[src/rtl/acc_responder_if.sv]
// Request/response bus of the accumulator responder: one request channel (q) and one
// response channel (p), each with a valid/ready handshake.
interface acc_responder_if #(
  parameter int DataWidth = 32,
  parameter int IdWidth   = 6
);
  logic                 q_valid_i;
  logic                 q_ready_o;
  logic [DataWidth-1:0] q_data_arga_i;
  logic [DataWidth-1:0] q_data_argb_i;
  logic [DataWidth-1:0] q_data_argc_i;
  logic [31:0]          q_data_op_i;
  logic [IdWidth-1:0]   q_id_i;
  logic                 p_valid_o;
  logic                 p_ready_i;
  logic [DataWidth-1:0] p_data_o;
  logic                 p_error_o;
  logic [IdWidth-1:0]   p_id_o;

  modport master (
    output q_valid_i, q_data_arga_i, q_data_argb_i, q_data_argc_i, q_data_op_i, q_id_i,
    input  q_ready_o,
    input  p_valid_o, p_data_o, p_error_o, p_id_o,
    output p_ready_i
  );

  modport slave (
    input  q_valid_i, q_data_arga_i, q_data_argb_i, q_data_argc_i, q_data_op_i, q_id_i,
    output q_ready_o,
    output p_valid_o, p_data_o, p_error_o, p_id_o,
    input  p_ready_i
  );
endinterface

[src/rtl/acc_responder.sv]
// Request FIFO feeding a single-issue ALU (ADD/SUB/MAC/AND/XOR) with a held response
// register; responses leave strictly in acceptance order.
module acc_responder #(
  parameter int DataWidth = 32,
  parameter int IdWidth   = 6,
  parameter int ReqDepth  = 2,
  parameter int MulCycles = 3
) (
  input  logic          clk_i,
  input  logic          rst_i,
  acc_responder_if.slave bus,
  output logic          busy_o
);

  localparam int PtrW = (ReqDepth > 1) ? $clog2(ReqDepth) : 1;
  localparam int CntW = $clog2(ReqDepth + 1);
  localparam logic [PtrW-1:0] LastPtr = PtrW'(ReqDepth - 1);
  localparam logic [CntW-1:0] FullCnt = CntW'(ReqDepth);
  localparam logic [2:0]      MacLoad = 3'(MulCycles - 1);

  localparam logic [1:0] IDLE = 2'd0;
  localparam logic [1:0] EXEC = 2'd1;
  localparam logic [1:0] RESP = 2'd2;

  localparam logic [2:0] OP_ADD = 3'd0;
  localparam logic [2:0] OP_SUB = 3'd1;
  localparam logic [2:0] OP_MAC = 3'd2;
  localparam logic [2:0] OP_AND = 3'd3;
  localparam logic [2:0] OP_XOR = 3'd4;

  typedef struct packed {
    logic [DataWidth-1:0] a;
    logic [DataWidth-1:0] b;
    logic [DataWidth-1:0] c;
    logic [2:0]           op;
    logic [IdWidth-1:0]   id;
  } req_t;

  // Result is {error, data}; all arithmetic wraps modulo 2^DataWidth.
  function automatic logic [DataWidth:0] alu_eval(input logic [2:0] op,
                                                  input logic [DataWidth-1:0] a,
                                                  input logic [DataWidth-1:0] b,
                                                  input logic [DataWidth-1:0] c);
    logic [DataWidth-1:0] r;
    logic                 e;
    r = '0;
    e = 1'b0;
    case (op)
      OP_ADD:  r = a + b;
      OP_SUB:  r = a - b;
      OP_MAC:  r = a * b + c;
      OP_AND:  r = a & b;
      OP_XOR:  r = a ^ b;
      default: e = 1'b1;
    endcase
    return {e, r};
  endfunction

  function automatic logic [PtrW-1:0] next_ptr(input logic [PtrW-1:0] p);
    return (p == LastPtr) ? '0 : PtrW'(p + 1'b1);
  endfunction

  req_t                 fifo_mem [ReqDepth];
  logic [PtrW-1:0]      wr_ptr, rd_ptr;
  logic [CntW-1:0]      fifo_cnt;
  logic                 fifo_full, fifo_empty, push, pop;
  req_t                 req_in, head;

  logic [1:0]           state;
  logic [2:0]           cnt;
  logic [DataWidth-1:0] a_p1, b_p1, c_p1;
  logic [2:0]           op_p1;
  logic [IdWidth-1:0]   id_p1;
  logic [DataWidth:0]   res_p1;

  logic [DataWidth-1:0] data_p2;
  logic                 error_p2;
  logic [IdWidth-1:0]   id_p2;
  logic                 vld_p2;

  logic                 unused_op_hi;
  assign unused_op_hi = ^bus.q_data_op_i[31:3];

  assign fifo_full  = (fifo_cnt == FullCnt);
  assign fifo_empty = (fifo_cnt == '0);
  assign push       = bus.q_valid_i && !fifo_full;
  assign pop        = (state == IDLE) && !fifo_empty;
  assign head       = fifo_mem[rd_ptr];

  assign req_in = '{a:  bus.q_data_arga_i, b: bus.q_data_argb_i, c: bus.q_data_argc_i,
                    op: bus.q_data_op_i[2:0], id: bus.q_id_i};

  // ---- FIFO storage (write side, p0)
  always_ff @(posedge clk_i) begin
    if (push) fifo_mem[wr_ptr] <= req_in;
  end

  // ---- Exec operand latch (p1)
  always_ff @(posedge clk_i) begin
    if (pop) begin
      a_p1  <= head.a;
      b_p1  <= head.b;
      c_p1  <= head.c;
      op_p1 <= head.op;
      id_p1 <= head.id;
    end
  end

  assign res_p1 = alu_eval(op_p1, a_p1, b_p1, c_p1);

  // ---- Control: FIFO pointers, FSM, response register (p2)
  always_ff @(posedge clk_i) begin
    if (rst_i) begin
      wr_ptr   <= '0;
      rd_ptr   <= '0;
      fifo_cnt <= '0;
      state    <= IDLE;
      cnt      <= '0;
      data_p2  <= '0;
      error_p2 <= 1'b0;
      id_p2    <= '0;
    end else begin
      if (push) wr_ptr <= next_ptr(wr_ptr);
      if (pop)  rd_ptr <= next_ptr(rd_ptr);
      case ({push, pop})
        2'b10:   fifo_cnt <= fifo_cnt + 1'b1;
        2'b01:   fifo_cnt <= fifo_cnt - 1'b1;
        default: fifo_cnt <= fifo_cnt;
      endcase

      case (state)
        IDLE: begin
          if (pop) begin
            state <= EXEC;
            cnt   <= (head.op == OP_MAC) ? MacLoad : 3'd0;
          end
        end
        EXEC: begin
          if (cnt == 3'd0) begin
            data_p2  <= res_p1[DataWidth-1:0];
            error_p2 <= res_p1[DataWidth];
            id_p2    <= id_p1;
            state    <= RESP;
          end else begin
            cnt <= cnt - 1'b1;
          end
        end
        RESP: begin
          if (bus.p_ready_i) state <= IDLE;
        end
        default: state <= IDLE;
      endcase
    end
  end

  assign vld_p2        = (state == RESP);
  assign bus.q_ready_o = !fifo_full;
  assign bus.p_valid_o = vld_p2;
  assign bus.p_data_o  = data_p2;
  assign bus.p_error_o = error_p2;
  assign bus.p_id_o    = id_p2;
  assign busy_o        = !fifo_empty || (state != IDLE);

endmodule

[src/flat_wrapper.sv]
// flat-port wrapper written by rule: the top's interface ports become plain ports
module acc_responder_flat 
#(
  parameter int DataWidth = 32,
  parameter int IdWidth   = 6,
  parameter int ReqDepth  = 2,
  parameter int MulCycles = 3
)
  (clk_i, rst_i, busy_o, bus_q_valid_i, bus_q_data_arga_i, bus_q_data_argb_i, bus_q_data_argc_i, bus_q_data_op_i, bus_q_id_i, bus_q_ready_o, bus_p_valid_o, bus_p_data_o, bus_p_error_o, bus_p_id_o, bus_p_ready_i);
  acc_responder_if #(.DataWidth(DataWidth), .IdWidth(IdWidth)) bus_i ();
  input  logic clk_i;
  input  logic rst_i;
  output logic busy_o;
  input wire logic [$bits(bus_i.q_valid_i)-1:0] bus_q_valid_i;
  input wire logic [$bits(bus_i.q_data_arga_i)-1:0] bus_q_data_arga_i;
  input wire logic [$bits(bus_i.q_data_argb_i)-1:0] bus_q_data_argb_i;
  input wire logic [$bits(bus_i.q_data_argc_i)-1:0] bus_q_data_argc_i;
  input wire logic [$bits(bus_i.q_data_op_i)-1:0] bus_q_data_op_i;
  input wire logic [$bits(bus_i.q_id_i)-1:0] bus_q_id_i;
  output wire logic [$bits(bus_i.q_ready_o)-1:0] bus_q_ready_o;
  output wire logic [$bits(bus_i.p_valid_o)-1:0] bus_p_valid_o;
  output wire logic [$bits(bus_i.p_data_o)-1:0] bus_p_data_o;
  output wire logic [$bits(bus_i.p_error_o)-1:0] bus_p_error_o;
  output wire logic [$bits(bus_i.p_id_o)-1:0] bus_p_id_o;
  input wire logic [$bits(bus_i.p_ready_i)-1:0] bus_p_ready_i;
  assign bus_i.q_valid_i = bus_q_valid_i;
  assign bus_i.q_data_arga_i = bus_q_data_arga_i;
  assign bus_i.q_data_argb_i = bus_q_data_argb_i;
  assign bus_i.q_data_argc_i = bus_q_data_argc_i;
  assign bus_i.q_data_op_i = bus_q_data_op_i;
  assign bus_i.q_id_i = bus_q_id_i;
  assign bus_q_ready_o = bus_i.q_ready_o;
  assign bus_p_valid_o = bus_i.p_valid_o;
  assign bus_p_data_o = bus_i.p_data_o;
  assign bus_p_error_o = bus_i.p_error_o;
  assign bus_p_id_o = bus_i.p_id_o;
  assign bus_i.p_ready_i = bus_p_ready_i;
  acc_responder #(.DataWidth(DataWidth), .IdWidth(IdWidth), .ReqDepth(ReqDepth), .MulCycles(MulCycles)) u_core (.clk_i(clk_i), .rst_i(rst_i), .bus(bus_i), .busy_o(busy_o));
endmodule
[config.mk]
export PLATFORM = sky130hd
export DESIGN_NAME = acc_responder_flat
export DESIGN_NICKNAME = d
export VERILOG_FILES = /design/src/rtl/acc_responder_if.sv /design/src/rtl/acc_responder.sv /design/src/flat_wrapper.sv
export SDC_FILE = /design/constraint.sdc
export NUM_CORES = 2
export LEC_CHECK = 0
export ABC_AREA = 1
export CAP_MARGIN = 20
export CORE_AREA = 5 5 241 243
export CTS_CLUSTER_SIZE = 25
export DETAILED_ROUTE_END_ITERATION = 8
export DIE_AREA = 0 0 246 248
export PLACE_DENSITY_LB_ADDON = 0.12
export SYNTH_ARGS = -nofsm -noshare
export SYNTH_HDL_FRONTEND = slang
export SYNTH_SLANG_ARGS = --single-unit
[constraint.sdc]
create_clock -name clk_i -period 8.1 [get_ports clk_i]
set_input_delay 1.215 -clock clk_i [delete_from_list [all_inputs] [get_ports clk_i]]
set_output_delay 1.215 -clock clk_i [all_outputs]
set_load 0.01 [all_outputs]
# Word-level counts from Yosys, hierarchy flattened
# Memory sizes are Yosys's and may differ from the RTL's. A register that Yosys moved wholly into a read port is not among the register bits.
# Index checks and enable logic that the tools add are counted.
# totals
regBits	153
ram_bits	210
inputBits	138
out_inout_bits	42
word_cells	72
mem_count	1
# classes
n_addsub	8
n_mul	1
n_eq_ne	14
mux	17
n_bitwise	2
reduce_logical	16
# mem_list
name	depth	word_bits	read_ports	rd_clocked_by_memory_dff	wr	line_no	text
u_core.fifo_mem	2	105	1	1	1	acc_responder.sv:63	req_t fifo_mem [ReqDepth];
# ops
operator	count
$pmux 32 s5	1
$add 32x32->32	2
$and 32x32->32	1
$mul 32x32->32	1
$sub 32x32->32	1
$xor 32x32->32	1
$eq 3x2->1 const B	3
$mux 2	4
$mux 1	7
$eq 2x2->1 const B	3
$logic_not 3->1	2
$mux 3	2
$ne 2x1->1 const B	3
$pmux 2 s3	1
$pmux 3 s2	1
$reduce_and 3->1	2
$reduce_bool 2->1	3
$reduce_or 5->1	1
$eq 2x1->1 const B	2
$logic_not 2->1	2
$pmux 2 s2	1
$eq 3x1->1 const B	1
$eq 3x3->1 const B	1
$sub 3x1->3 const B	1
other kinds (8)	11

# Logic depth before layout (Yosys ltp)
# logic_depth
word_depth	5
mapped_depth	37
depth_no_buf	35

# Worst setup path before layout
# No wires, ideal clock.
# synth_timing
path_kind	flip-flop to flip-flop
start	register u_core.b_p1[3]
end	register u_core.data_p2[24], in the netlist u_core.bus.p_data_o[24]
setup_ns	0.132
arrival_time_ns	6.827
t_required_ns	7.968
path_slack_ns	1.141
path_stages_with_launch	35
n_path_buf	2
synth_period_minus_slack_ns	6.959
path_cell_list	edfxtp_1 -> clkbuf_1 -> buf_1 -> nand2_1 -> inv_1 -> fa_1 -> fa_1 -> fa_1 -> inv_1 -> fa_1 -> inv_1 -> fa_1 -> inv_1 -> fa_1 -> inv_1 -> fa_1 -> inv_1 -> fa_1 -> inv_1 -> ha_1 -> nand2_1 -> inv_1 -> nand3_1 -> inv_1 -> a21oi_1 -> nand3_1 -> nand3_1 -> nand2_1 -> nand3_1 -> nand2_1 -> or2_2 -> nand3_1 -> nand3b_1 -> nand2_1 -> a21oi_1
# synth_via
elab_chain_len	3
word_cells_on_any_way	5
cone_classes	add/sub: 3; mul: 1; mux: 1
# synth_lines
element	line_no	text
from (decl)	acc_responder.sv:71	logic [DataWidth-1:0] a_p1, b_p1, c_p1;
from (signal assigned)	acc_responder.sv:102	b_p1 <= head.b;
$mul 32x32->32	acc_responder.sv:51	OP_MAC: r = a * b + c;
$add 32x32->32	acc_responder.sv:51	
$pmux 32 s5 *	acc_responder.sv:48	case (op)
to (signal assigned)	acc_responder.sv:140	data_p2 <= res_p1[DataWidth-1:0];
to (decl)	acc_responder.sv:76	logic [DataWidth-1:0] data_p2;
# Mark *: on every way between the ends. The rest lies on a longest branch, timed or not.
# A chain may end at the register's enable or synchronous reset.

# Worst setup path after layout
# layout_timing
start	register u_core.a_p1[9]
end	register u_core.data_p2[26], in the netlist u_core.bus.p_data_o[26]
# layout_via
elab_chain_len	3
word_cells_on_any_way	5
cone_classes	add/sub: 3; mul: 1; mux: 1
# layout_lines
element	line_no	text
from (decl)	acc_responder.sv:71	
from (signal assigned)	acc_responder.sv:101	a_p1 <= head.a;
$mul 32x32->32	acc_responder.sv:51	
$add 32x32->32	acc_responder.sv:51	
$pmux 32 s5 *	acc_responder.sv:48	
# Marked as above.

==> metrics.cfg <==
[clock_tree]
clk_latency_ns=0.55
cts_buffers=37
hold_buffers=0
post_cts_buffers=0
cts.clk_slew.worst_paths_ns=0.06
cts_tree=yes
ctsResizeCount=0
clock_path_buffers=3
cts_root_buf=clkbuf_16
cts.sinks=364
h-tree-depth=2

[timing]
max_slew_margin_pct=32.2
finalCriticalPeriod_ns=7.74
final-setup-viol-count=0
hold_violations=0
maxSlewViolCount=0
rsz0062_at_grt=false
timing.fmax_mhz=129
worstMarginPinSlew_ns=1.02
hold_ws_ns=0.463
post-route-period-util_pct=95.6
fin_skew_ns=0.0218
final.setup.tns_ns=0

[worst_setup_path]
crit_top_cell=fa_1
critPathKind=reg -> reg
crit_path_end_kind=flip-flop
max_stage_delay_ns=0.66
critPathMaxFanout=6
required_ns=8.48
slowest_stage=edfxtp_1
worstPathArrival_ns=8.12
cp-start-kind=flip-flop

[finish]
instances_no_fill=4717
post-route-util_pct=68.3
nNetsFinal=4701
n_antenna_cell=0
n_fill_cell=4476
area_growth_pct=11.7
multi_input_area_mm2=0.0194
layout-drive-gt1-share_pct=7.95
ff_latch_area_mm2=0.0104

[logic_synthesis]
synth.cells.most_frequent=inv_1 (970), nand2_1 (917), fa_1 (439)
ys_ff_latch=364
avgSynthCellArea_um2=9.01
yosysMostFrequentCell=inv_1
synth.cell_area_mm2=0.0340
synth_cell_type_count=47
yosys_warnings=0
synth_area_leaders=edfxtp_1 (28%), fa_1 (26%), inv_1 (11%)
syn_inst=3779
synth-edff-count=315
synth_top_area_share_pct=27.8
synth_flop_cell=edfxtp_1
synthArstFlopShare_pct=0
syn_nets=4547
synth_top_area_cell=edfxtp_1
seq_area_frac_synth_pct=30.7

[die]
die_w_um=246
initial_core_util_pct=61.1
die_h_um=248
fp-row-count=87
coreArea_mm2=0.0557
ios=180
dieArea_mm2=0.0610

[drt]
drc=0
drtPass1Iterations=6
ant_nets=0
drtIter0Drc=2152
vias=25300
wire_per_inst_um=19.3
vias_per_cell=5.36
routed_wl_um=91100

[worst_hold_path]
holdCritPathClass=reg -> reg

[place]
dp_cells=4646
io_buffer_count=150
gp_congestion=0.980
detailed_place_hpwl_um=73800

[global_routing]
grt_pass1_vias=25800
grt_start_max_net_pins=85
overflow=0
antenna_found_initial=1
grt_pass1_wl_um=143000
grt_util_all_layers_pct=30.6

[outcome]
status=completed

[job]
drv_cap=0

==> logic make-up after synthesis <==
group | Yosys count | share of synthesized area (%)
AOI/OAI and AO/OA | 274 | 4.53
and+or+nand+nor | 1235 | 14.8
adders and majority gates | 630 | 32.8
DFF | 364 | 30.7
muxes | 105 | 3.47
buffers and inverters | 1126 | 12.5
xor gates and xnor gates | 45 | 1.16
==> flip-flops by register name (all words and copies together), names as in the netlist, 2 cells and up, named ones only <==
signal / flops
u_core.state: 2
u_core.fifo_cnt: 2
u_core.fifo_mem: 210
u_core.bus.p_data_o: 32
u_core.id_p1: 6
u_core.op_p1: 3
u_core.bus.p_id_o: 6
u_core.a_p1: 32
u_core.cnt: 3
u_core.b_p1: 32
u_core.c_p1: 32
==> layout make-up <==
cell class	count	area share (%)
inverters	976	9.64
repair buffers	265	6.49
clock buffers	47	2.64
well taps	756	2.49
multi-input cells	2289	50.9
flip-flops and latches	364	27.5
clock inverters	20	0.441
==> cells in the final DEF, fill, tap and decap left out, types with 14 or more instances in the layout <==
| master | synthesis | layout |
|---|---|---|
| inv_1 | 970 | 969 |
| nand2_1 | 917 | 917 |
| fa_1 | 439 | 439 |
| edfxtp_1 | 315 | 315 |
| ha_1 | 191 | 191 |
| clkdlybuf4s50_1 | 0 | 149 |
| a21oi_1 | 135 | 135 |
| nand3_1 | 110 | 110 |
| nor2_1 | 110 | 108 |
| buf_4 | 0 | 107 |
| mux2_2 | 104 | 104 |
| o21ai_0 | 72 | 72 |
| dfxtp_1 | 49 | 48 |
| clkbuf_16 | 0 | 38 |
| xor2_1 | 31 | 31 |
| nor3_1 | 25 | 25 |
| nand4_1 | 25 | 25 |
| or2_2 | 16 | 16 |
| xnor2_1 | 14 | 14 |
==> worst max-delay path, delay by kind of cell (launching register included) <==
family                     cells  cell delay [ns]
adders and majority gates     10             4.34
AOI/OAI and AO/OA              4             0.52
DFF                            1             0.66
buffers and inverters          7             0.72
and+or+nand+nor                9             1.32
==> path summary, 6_finish.rpt <==
| path | endpoint | from | slack [ns] | cells after the start |
|---|---|---|---|---|
| max | u_core.bus.p_data_o[26] | u_core.a_p1[9] | 0.36 | 30 |
| max reg2reg | u_core.bus.p_data_o[26] | u_core.a_p1[9] | 0.36 | 30 |
| min reg2reg | u_core.cnt[0] | u_core.cnt[0] | 0.46 | 2 |
| min | u_core.cnt[0] | u_core.cnt[0] | 0.46 | 2 |
==> per-stage QoR <==
step                      setup slack [ns]  area (um2)
after CTS                            0.339       38000
after floorplan                       1.14       34000
after global routing               0.00699       38000
after detailed placement             0.395       36800
final                                0.359       38000
after global placement               0.397       36800
==> routing by layer <==
metal	GRT usage (%)	wire, um	up-vias
li1	-	-	11700
met1	44.0	38900	12400
met2	49.2	41900	979
met3	5.01	7760	147
met4	8.09	2660	0
met5	0	0	-
Power is left out: the tool's default activity adds up to more than one toggle a clock period on the data nets, which glitch-free logic cannot reach.
